## src/rtl/ttc_trig_info_defs_pkg.sv

```systemverilog
// Shared field layout of the 128-bit TTC trigger-info word, header helpers
// and reader state codes.
package ttc_trig_info_defs;

   localparam int TS_W   = 44;
   localparam int NUM_W  = 24;
   localparam int TYPE_W = 5;
   localparam int XADC_W = 4;
   localparam int RSV_W  = 25;

   localparam int TS_LSB        = 0;
   localparam int NUM_LSB       = 44;
   localparam int EVCNT_LSB     = 68;
   localparam int TYPE_LSB      = 92;
   localparam int EMPTY_EVT_BIT = 97;
   localparam int XADC_LSB      = 98;
   localparam int EMPTY_PL_BIT  = 102;
   localparam int RSV_LSB       = 103;

   localparam logic [3:0] HDR_MARKER_DEFAULT = 4'hA;

   typedef enum logic [2:0] {
      ST_IDLE    = 3'd0,
      ST_HDR0    = 3'd1,
      ST_HDR1    = 3'd2,
      ST_READOUT = 3'd3,
      ST_DONE    = 3'd4
   } state_e;

   typedef struct packed {
      logic [RSV_W-1:0]  reserved;
      logic              empty_payload;
      logic [XADC_W-1:0] xadc_alarms;
      logic              empty_event;
      logic [TYPE_W-1:0] trig_type;
      logic [NUM_W-1:0]  event_cnt;
      logic [NUM_W-1:0]  trig_num;
      logic [TS_W-1:0]   timestamp;
   } trig_info_t;

   function automatic trig_info_t unpack_word(input logic [127:0] w);
      trig_info_t t;
      t.timestamp     = w[TS_LSB +: TS_W];
      t.trig_num      = w[NUM_LSB +: NUM_W];
      t.event_cnt     = w[EVCNT_LSB +: NUM_W];
      t.trig_type     = w[TYPE_LSB +: TYPE_W];
      t.empty_event   = w[EMPTY_EVT_BIT];
      t.xadc_alarms   = w[XADC_LSB +: XADC_W];
      t.empty_payload = w[EMPTY_PL_BIT];
      t.reserved      = w[RSV_LSB +: RSV_W];
      return t;
   endfunction

   function automatic logic [63:0] hdr_word0(input logic [3:0] marker, input trig_info_t t);
      return {marker, t.trig_type, t.xadc_alarms, t.empty_event, t.empty_payload,
              1'b0, t.trig_num, t.event_cnt};
   endfunction

   function automatic logic [63:0] hdr_word1(input trig_info_t t);
      return {20'd0, t.timestamp};
   endfunction

endpackage

```

## src/rtl/sat_counter32.sv

```systemverilog
// 32-bit event counter that sticks at all-ones instead of wrapping.
module sat_counter32 (
   input  logic        clk,
   input  logic        reset_n,
   input  logic        inc,
   output logic [31:0] count
);

   logic [31:0] count_q;
   logic [31:0] count_d;

   always_comb begin
      count_d = count_q;
      if (inc && (count_q != 32'hFFFF_FFFF)) begin
         count_d = count_q + 32'd1;
      end
   end

   always_ff @(posedge clk) begin
      if (!reset_n) begin
         count_q <= '0;
      end else begin
         count_q <= count_d;
      end
   end

   assign count = count_q;

endmodule

```

## src/rtl/ttc_trigger_info_reader.sv

```systemverilog
// Pops trigger-info words, checks trigger-number continuity, streams a
// two-word event header and supervises the channel payload readout.
module ttc_trigger_info_reader
   import ttc_trig_info_defs::*;
#(
   parameter logic [31:0] TIMEOUT_CYCLES = 32'd40000000,
   parameter logic [3:0]  HDR_MARKER     = HDR_MARKER_DEFAULT
) (
   input  logic         clk,
   input  logic         reset_n,
   input  logic         reset_trig_num,
   input  logic         fifo_valid,
   input  logic [127:0] fifo_data,
   output logic         fifo_ready,
   output logic         hdr_valid,
   output logic [63:0]  hdr_data,
   input  logic         hdr_ready,
   output logic         readout_start,
   input  logic         readout_done,
   output logic         event_done,
   output logic [2:0]   state,
   output logic [31:0]  seq_error_count,
   output logic [31:0]  format_error_count,
   output logic [31:0]  timeout_count,
   output logic [23:0]  last_trig_num
);

   state_e      state_q, state_d;
   logic [63:0] hdr0_q, hdr0_d;
   logic [63:0] hdr1_q, hdr1_d;
   logic        skip_ro_q, skip_ro_d;
   logic [23:0] expected_q, expected_d;
   logic [23:0] last_q, last_d;
   logic [31:0] timer_q, timer_d;

   trig_info_t  info;
   logic        pop;
   logic [23:0] check_num;
   logic        seq_inc, fmt_inc, to_inc;

   assign info       = unpack_word(fifo_data);
   // Gated by reset_n so nothing is popped while the block is held in reset.
   assign fifo_ready = reset_n && (state_q == ST_IDLE);
   assign pop        = fifo_valid && fifo_ready;
   assign check_num  = reset_trig_num ? 24'd1 : expected_q;

   always_comb begin
      state_d       = state_q;
      hdr0_d        = hdr0_q;
      hdr1_d        = hdr1_q;
      skip_ro_d     = skip_ro_q;
      last_d        = last_q;
      expected_d    = check_num;
      timer_d       = '0;
      hdr_valid     = 1'b0;
      hdr_data      = '0;
      readout_start = 1'b0;
      event_done    = 1'b0;
      seq_inc       = 1'b0;
      fmt_inc       = 1'b0;
      to_inc        = 1'b0;
      case (state_q)
         ST_IDLE: begin
            if (pop) begin
               hdr0_d    = hdr_word0(HDR_MARKER, info);
               hdr1_d    = hdr_word1(info);
               skip_ro_d = info.empty_event | info.empty_payload;
               last_d    = info.trig_num;
               seq_inc   = (info.trig_num != check_num);
               fmt_inc   = |info.reserved;
               if (!reset_trig_num) begin
                  expected_d = info.trig_num + 24'd1;
               end
               state_d = ST_HDR0;
            end
         end
         ST_HDR0: begin
            hdr_valid = 1'b1;
            hdr_data  = hdr0_q;
            if (hdr_ready) begin
               state_d = ST_HDR1;
            end
         end
         ST_HDR1: begin
            hdr_valid = 1'b1;
            hdr_data  = hdr1_q;
            if (hdr_ready) begin
               if (skip_ro_q) begin
                  state_d = ST_DONE;
               end else begin
                  readout_start = 1'b1;
                  state_d       = ST_READOUT;
               end
            end
         end
         ST_READOUT: begin
            timer_d = timer_q + 32'd1;
            if (readout_done) begin
               state_d = ST_DONE;
            end else if (timer_q == (TIMEOUT_CYCLES - 32'd1)) begin
               to_inc  = 1'b1;
               state_d = ST_DONE;
            end
         end
         ST_DONE: begin
            event_done = 1'b1;
            state_d    = ST_IDLE;
         end
         default: state_d = ST_IDLE;
      endcase
   end

   always_ff @(posedge clk) begin
      if (!reset_n) begin
         state_q    <= ST_IDLE;
         hdr0_q     <= '0;
         hdr1_q     <= '0;
         skip_ro_q  <= 1'b0;
         expected_q <= 24'd1;
         last_q     <= '0;
         timer_q    <= '0;
      end else begin
         state_q    <= state_d;
         hdr0_q     <= hdr0_d;
         hdr1_q     <= hdr1_d;
         skip_ro_q  <= skip_ro_d;
         expected_q <= expected_d;
         last_q     <= last_d;
         timer_q    <= timer_d;
      end
   end

   sat_counter32 u_seq_cnt (.clk(clk), .reset_n(reset_n), .inc(seq_inc), .count(seq_error_count));
   sat_counter32 u_fmt_cnt (.clk(clk), .reset_n(reset_n), .inc(fmt_inc), .count(format_error_count));
   sat_counter32 u_to_cnt  (.clk(clk), .reset_n(reset_n), .inc(to_inc),  .count(timeout_count));

   assign state         = state_q;
   assign last_trig_num = last_q;

endmodule

```

## config.mk

```make
export PLATFORM = sky130hd
export DESIGN_NAME = ttc_trigger_info_reader
export DESIGN_NICKNAME = d
export VERILOG_FILES = /design/src/rtl/ttc_trig_info_defs_pkg.sv /design/src/rtl/sat_counter32.sv /design/src/rtl/ttc_trigger_info_reader.sv
export SDC_FILE = /design/constraint.sdc
export NUM_CORES = 1
export LEC_CHECK = 0
export ABC_AREA = 1
export CORE_MARGIN = 1
export CORE_UTILIZATION = 35
export CTS_BUF_LIST = sky130_fd_sc_hd__clkbuf_16
export DETAILED_ROUTE_END_ITERATION = 8
export PLACE_DENSITY = 0.62
export SLEW_MARGIN = 30
export SYNTH_ARGS = -nofsm -noshare
export SYNTH_HDL_FRONTEND = slang
export SYNTH_SLANG_ARGS = --single-unit
export TNS_END_PERCENT = 100
```

## constraint.sdc

```tcl
create_clock -name clk -period 2.2 [get_ports clk]
set_input_delay 0.44 -clock clk [delete_from_list [all_inputs] [get_ports clk]]
set_output_delay 0.44 -clock clk [all_outputs]
set_load 0.005 [all_outputs]
```

## Yosys cells after proc, flatten, opt, wreduce, memory -nomap -nowiden

Index checks and enable logic that the tools add are counted.

| word-level totals | value |
|---|---|
| register bits | 284 |
| logic and storage cells | 64 |
| bits of input ports | 134 |

| cells by class | value |
|---|---|
| multiplexer cells | 24 |
| bitwise gates (word level) | 1 |
| add/subtract/negate cells | 5 |
| equality and inequality tests | 13 |
| reduce and logical (&&, ||, !) cells | 11 |

Operators by type and width:

| kind | count |
|---|---|
| adder 32 x 1 -> 32 bit, second input constant | 4 |
| one-hot mux 64 bit (2 select lines) | 1 |
| two-way mux 24 bit | 4 |
| inequality test 32 bit, second input constant | 3 |
| equality test 32 x 26 -> 1 bit, second input constant | 1 |
| OR reduction 25 bit | 1 |
| adder 24 x 1 -> 24 bit, second input constant | 1 |
| inequality test 24 bit | 1 |
| two-way mux 3 bit | 6 |
| two-way mux 1 bit | 12 |
| one-hot mux 3 bit (4 select lines) | 1 |
| equality test 3 x 2 -> 1 bit, second input constant | 2 |
| inequality test 2 bit, second input constant | 3 |
| logical AND 1 bit | 5 |
| AND reduction 2 bit | 2 |
| AND reduction 4 bit | 1 |
| equality test 3 x 1 -> 1 bit, second input constant | 1 |
| equality test 3 bit, second input constant | 1 |
| zero test 3 bit | 1 |
| inequality test 3 bit, second input constant | 1 |
| OR reduction 2 bit | 1 |
| OR 1 bit | 1 |

## Depth between registers and ports, before layout

| logic depth | value |
|---|---|
| depth after elaboration | 6 |
| gate-level depth with buffers | 14 |

## By module

Synthesis repeated with hierarchy kept, for this count alone.

| second synthesis, totals | value |
|---|---|
| cells, all modules | 2,098 |
| area, all modules | 13,603.0 sq um |

By module, submodules not included:

| module | times used | cells an instance | area an instance (sq um) |
|---|---|---|---|
| ttc_trigger_info_reader | 1 | 1,126 | 7,867.5 |
| sat_counter32 | 3 | 324 | 1,911.8 |

## Worst setup path before layout

OpenSTA, ideal clock, no wires.

| timing | value |
|---|---|
| kind | reg2reg |
| start | reg u_seq_cnt.count_q[0] (netlist: u_seq_cnt.count[0]) |
| end | reg u_seq_cnt.count_q[23] (netlist: u_seq_cnt.count[23]) |
| setup slack | 0.328 ns |
| clock period less this slack | 1.872 ns |
| data required time | 2.130 ns |
| arrival | 1.802 ns |
| library setup time | 0.070 ns |
| stages on the path, launching flop included | 13 |
| path buffers | 1 |
| cell sequence | dfxtp_1 ha_1 nand3_1 inv_1 nand2_1 nor2_1 nand3_1 nand2_1 inv_2 nand2_2 buf_6 nand2_1 a21oi_1 |

| on the way | value |
|---|---|
| word-level cells in the longest chain between the ends | 2 |

RTL lines:

| item | RTL line | source |
|---|---|---|
| from (decl) | sat_counter32.sv:9 | `logic [31:0] count_q;` |
| from (signal assigned) | sat_counter32.sv:23 | `count_q <= count_d;` |
| branches (longest 2 deep; another with adder 32 x 1 -> 32 bit) | -- |  |

Several ways; the timed one is not identified.
A chain may end at the register's enable or synchronous reset.

## Worst setup path after layout

| timing | value |
|---|---|
| start | reg state_q[2] (netlist: state[2]) |
| end | out hdr_data[27] |

| on the way | value |
|---|---|
| word-level cells in the longest chain between the ends | 2 |

RTL lines:

| item | RTL line | source |
|---|---|---|
| from (decl) | ttc_trigger_info_reader.sv:28 | `state_e state_q, state_d;` |
| from (signal assigned) | ttc_trigger_info_reader.sv:123 | `state_q <= state_d;` |
| equality test 3 x 2 -> 1 bit / equality test 3 x 1 -> 1 bit (equally long branches) | ttc_trigger_info_reader.sv:62 | `case (state_q)` |
| one-hot mux 64 bit (2 select lines) * | ttc_trigger_info_reader.sv:62 |  |
| to (decl) | ttc_trigger_info_reader.sv:16 | `output logic [63:0] hdr_data,` |

Mark *: on every way between the ends. The rest lies on a longest branch, timed or not.

==> reports/qor.json <==
{
  "grt_pass1_vias": 15000,
  "grt_first_pass_wirelength_um": 78800,
  "critical-path-max-stage-delay_ps": 340,
  "timing.critical_path.to": "hdr_data[27]",
  "min_period_over_period_pct": 110,
  "timing.reg2reg.setup_slack_ps": 150,
  "worst-slew-pin-transition_ps": 622,
  "synth_top_cells_by_area": "sky130_fd_sc_hd__dfxtp_1 37%, sky130_fd_sc_hd__nand2_1 17%, sky130_fd_sc_hd__inv_1 6.6%",
  "clk_pin_slew_worst_paths_ps": 60,
  "areaGrowthSynthToFinish_pct": 43.8,
  "worst_reg2reg_path_depth": 7,
  "power.share.switching_pct": 29.8,
  "outcome": "finished with violations",
  "maximum_frequency_from_static_timing_analysis_mhz": 415,
  "insertion_delay_ps": 590,
  "clockRootBuffer": "sky130_fd_sc_hd__clkbuf_16",
  "max-clock-path-buffers": 3,
  "yosys.area.top_type_share_pct": 37.1,
  "die_width_um": 202,
  "rr_endpoint": "u_fmt_cnt.count[14]",
  "initial_core_util_pct": 35.4,
  "final_worst_path_period_need_ps": 2410,
  "timing.critical_path.mode_cell": "sky130_fd_sc_hd__buf_12",
  "avgRoutedWirePerCell_um": 15.8,
  "yosys_most_used_dff": "sky130_fd_sc_hd__dfxtp_1",
  "fin_nets": 2759,
  "path_buf_inv": 6,
  "place.detailed.hpwl_um": 36500,
  "setup_total_negative_slack_ps": -7670,
  "critical_path_required_ps": 1760,
  "synth_async_sr_flop_share_pct": 0,
  "critical_path.startpoint_type": "register",
  "crit_slowest_cell": "sky130_fd_sc_hd__dfxtp_2",
  "internal-power_mw": 10.2,
  "fp.coreArea_mm2": 0.0396,
  "postSynthCellCount": 2193,
  "yosysUniqueCellTypes": 37,
  "place_worst_setup_slack_ps": -286,
  "synth_edf_count": 0,
  "setup_viol_count_final": 57,
  "worst-path-max-fanout": 10,
  "syn-cell-area_mm2": 0.0140,
  "share_comb_of_total_power_pct": 26.3,
  "antenna_violating_nets_post_route": 0,
  "io-pin-count": 325,
  "power.sequential.fraction_pct": 36.7,
  "worst-path-stages": 8,
  "cts.hold.buffers_added": 0,
  "postSynthAreaPerCell_um2": 6.40,
  "gp_congestion": 0.962,
  "cts_buffers": 31,
  "nFillCells": 4015,
  "setup_repair_after_global_routing_missed_its_margin": "true",
  "die_height_um": 202,
  "yosysSeqAreaShare_pct": 37.1,
  "crit_chain": "nor3_2, buf_4, inv_8, buf_12, buf_8, buf_12, o22ai_2, buf_2",
  "drv.max_cap_violation_count": 0,
  "tritoncts": "built",
  "ys_seq_elements": 260,
  "criticalPathCategory": "register to output port",
  "yosys_warnings": 0,
  "num_vias": 15800,
  "share_of_final_layout_standard_cells_stronger_than_drive_strength_1_pct": 14.1,
  "setup_slack_ps": -212,
  "clock_skew_ps": 13.0,
  "setup.worst_path.end_class": "output port",
  "clockPowerShare_pct": 37.0,
  "min-delay-path-class": "input port to register",
  "final-hold-violation-count": 0,
  "io_buffer_count": 321,
  "cellLeakagePower_nw": 7.68,
  "pwr_density_cell_mw_per_mm2": 722,
  "grt_max_degree": 78,
  "antenna_found_initial": 1,
  "irDropWorstVdd_mv": 0.619,
  "cts.sinks": 260,
  "die_area_mm2": 0.0409,
  "detail_route.vias_per_cell": 4.99,
  "critical_path.top_delay_family": "buffers and inverters",
  "overall_global_routing_usage_pct": 23.6,
  "failed_checks": "DRC, setup timing",
  "synth_largest_area_cell": "sky130_fd_sc_hd__dfxtp_1",
  "mostFrequentLayoutCell": "sky130_fd_sc_hd__nand2_1",
  "drc": 1,
  "timing_max_transition_violations_final": 0,
  "final_global_route_overflow_total": 0,
  "net_switching_power_of_the_design_mw": 4.34,
  "dr.first_iter.drc_count": 1052,
  "drt_first_pass_iters": 9,
  "cp_data_arrival_time_ps": 1970,
  "postRouteWirelength_um": 49900,
  "layout.cells.most_common_list": "623 x sky130_fd_sc_hd__nand2_1, 257 x sky130_fd_sc_hd__dfxtp_1, 255 x sky130_fd_sc_hd__clkdlybuf4s50_1, 249 x sky130_fd_sc_hd__inv_1, 232 x sky130_fd_sc_hd__nor2_1",
  "floorplan.rows": 73,
  "slew-limit-headroom_pct": 58.2,
  "r2r_start": "u_fmt_cnt.count[8]",
  "worstSetupStartpoint": "state[2]",
  "cts_max_level": 1
}
## synth_stat cells (33+ instances only)
cell,count
sky130_fd_sc_hd__o22ai_1,68
sky130_fd_sc_hd__a21oi_1,128
sky130_fd_sc_hd__clkbuf_1,47
sky130_fd_sc_hd__inv_1,247
sky130_fd_sc_hd__nor2_1,243
sky130_fd_sc_hd__nand4_1,34
sky130_fd_sc_hd__nand3_1,172
sky130_fd_sc_hd__o21ai_0,115
sky130_fd_sc_hd__nand2_1,626
sky130_fd_sc_hd__buf_4,33
sky130_fd_sc_hd__nor3_1,62
sky130_fd_sc_hd__dfxtp_1,260
sky130_fd_sc_hd__xor2_1,50
## stage by stage
stage	power (mW)	util (%)	hold slack [ps]	area (um2)	instances
after global routing	15.3	50.9	420	20200	3169
after CTS	14.6	50.6	390	20000	3162
after detailed placement	8.68	47.4	448	18800	3095
after floorplan	6.91	-	418	14000	2195
after global placement	8.64	47.4	430	18800	3095
final	14.6	50.9	423	20200	3169
## layout make-up
cell class	instances	area (um2)	area share, %
Multi-Input combinational cell	1569	7630	37.8
Sequential cell	260	5210	25.8
Timing Repair Buffer	504	4690	23.2
Inverter	254	962	4.77
Clock buffer	31	776	3.84
Tap cell	525	657	3.25
Clock inverter	25	274	1.36
Antenna cell	1	2.50	0.0124
## worst reg2reg max path: cells and delay by family (launching register included)
kind	cells	cell delay (ps)
simple gates	5	1150
flops	1	470
compound gates	1	160
xor+xnor	1	200
## layer usage
metal / global-route usage (%) / part of all wire [%] / vias to the layer above
li1: - / - / 7902
met1: 30.4 / 43 / 7270
met2: 39.9 / 48 / 512
met3: 3.14 / 6.2 / 115
met4: 9.16 / 3.3 / 0
met5: 0 / 0 / -
## what timing repair did
| action | 4_1_cts | 5_1_grt |
|---|---|---|
| endpoints found under the setup margin | 65 | 93 |
| buffers inserted | 8 | 3 |
| hold endpoints to repair | 0 | 0 |
| resized for setup | 316 | 25 |
| gates cloned | 3 | 3 |
| pin swaps | 6 | 6 |
## registers in the layout, indices dropped and copies added (netlist names)
signal / count
u_to_cnt.count: 32
skip_ro_q: 1
hdr0_q: 37
u_seq_cnt.count: 32
hdr1_q: 44
last_trig_num: 23
expected_q: 24
timer_q: 32
u_fmt_cnt.count: 32
state: 3
## worst min-delay path by stage
stage | from | to | slack, ps | cells after the start
floorplan | timer_q[0] | timer_q[0] | 420 | 1
global placement | timer_q[0] | timer_q[0] | 430 | 1
detailed placement | timer_q[0] | timer_q[0] | 450 | 1
CTS | fifo_data[0] | hdr1_q[0] | 390 | 3
global route | fifo_data[6] | hdr1_q[6] | 420 | 3
finish | fifo_data[0] | hdr1_q[0] | 420 | 3
## cells by family (layout without fill, tap and decap cells)
logic type	count (synthesis)	count (layout)	synth area share [%]
other cells	1	4	0.0267
simple gates	1180	1180	35.4
buf+inv	366	814	11.2
xor+xnor	60	60	3.74
fa+ha+maj	5	5	0.446
flops	260	260	37.1
compound gates	321	321	12.2
## power by group through the flow
stage / Sequential [mW] / Combinational [mW] / Clock [mW]
2_1_floorplan: 5.41 / 1.50 / 0
3_3_place_gp: 5.43 / 3.20 / 0
4_1_cts: 5.35 / 3.67 / 5.53
6_report: 5.36 / 3.83 / 5.40
5_1_grt: 5.40 / 4.12 / 5.73
3_5_place_dp: 5.44 / 3.24 / 0
Note: power is estimated with default switching activity, not from simulation.
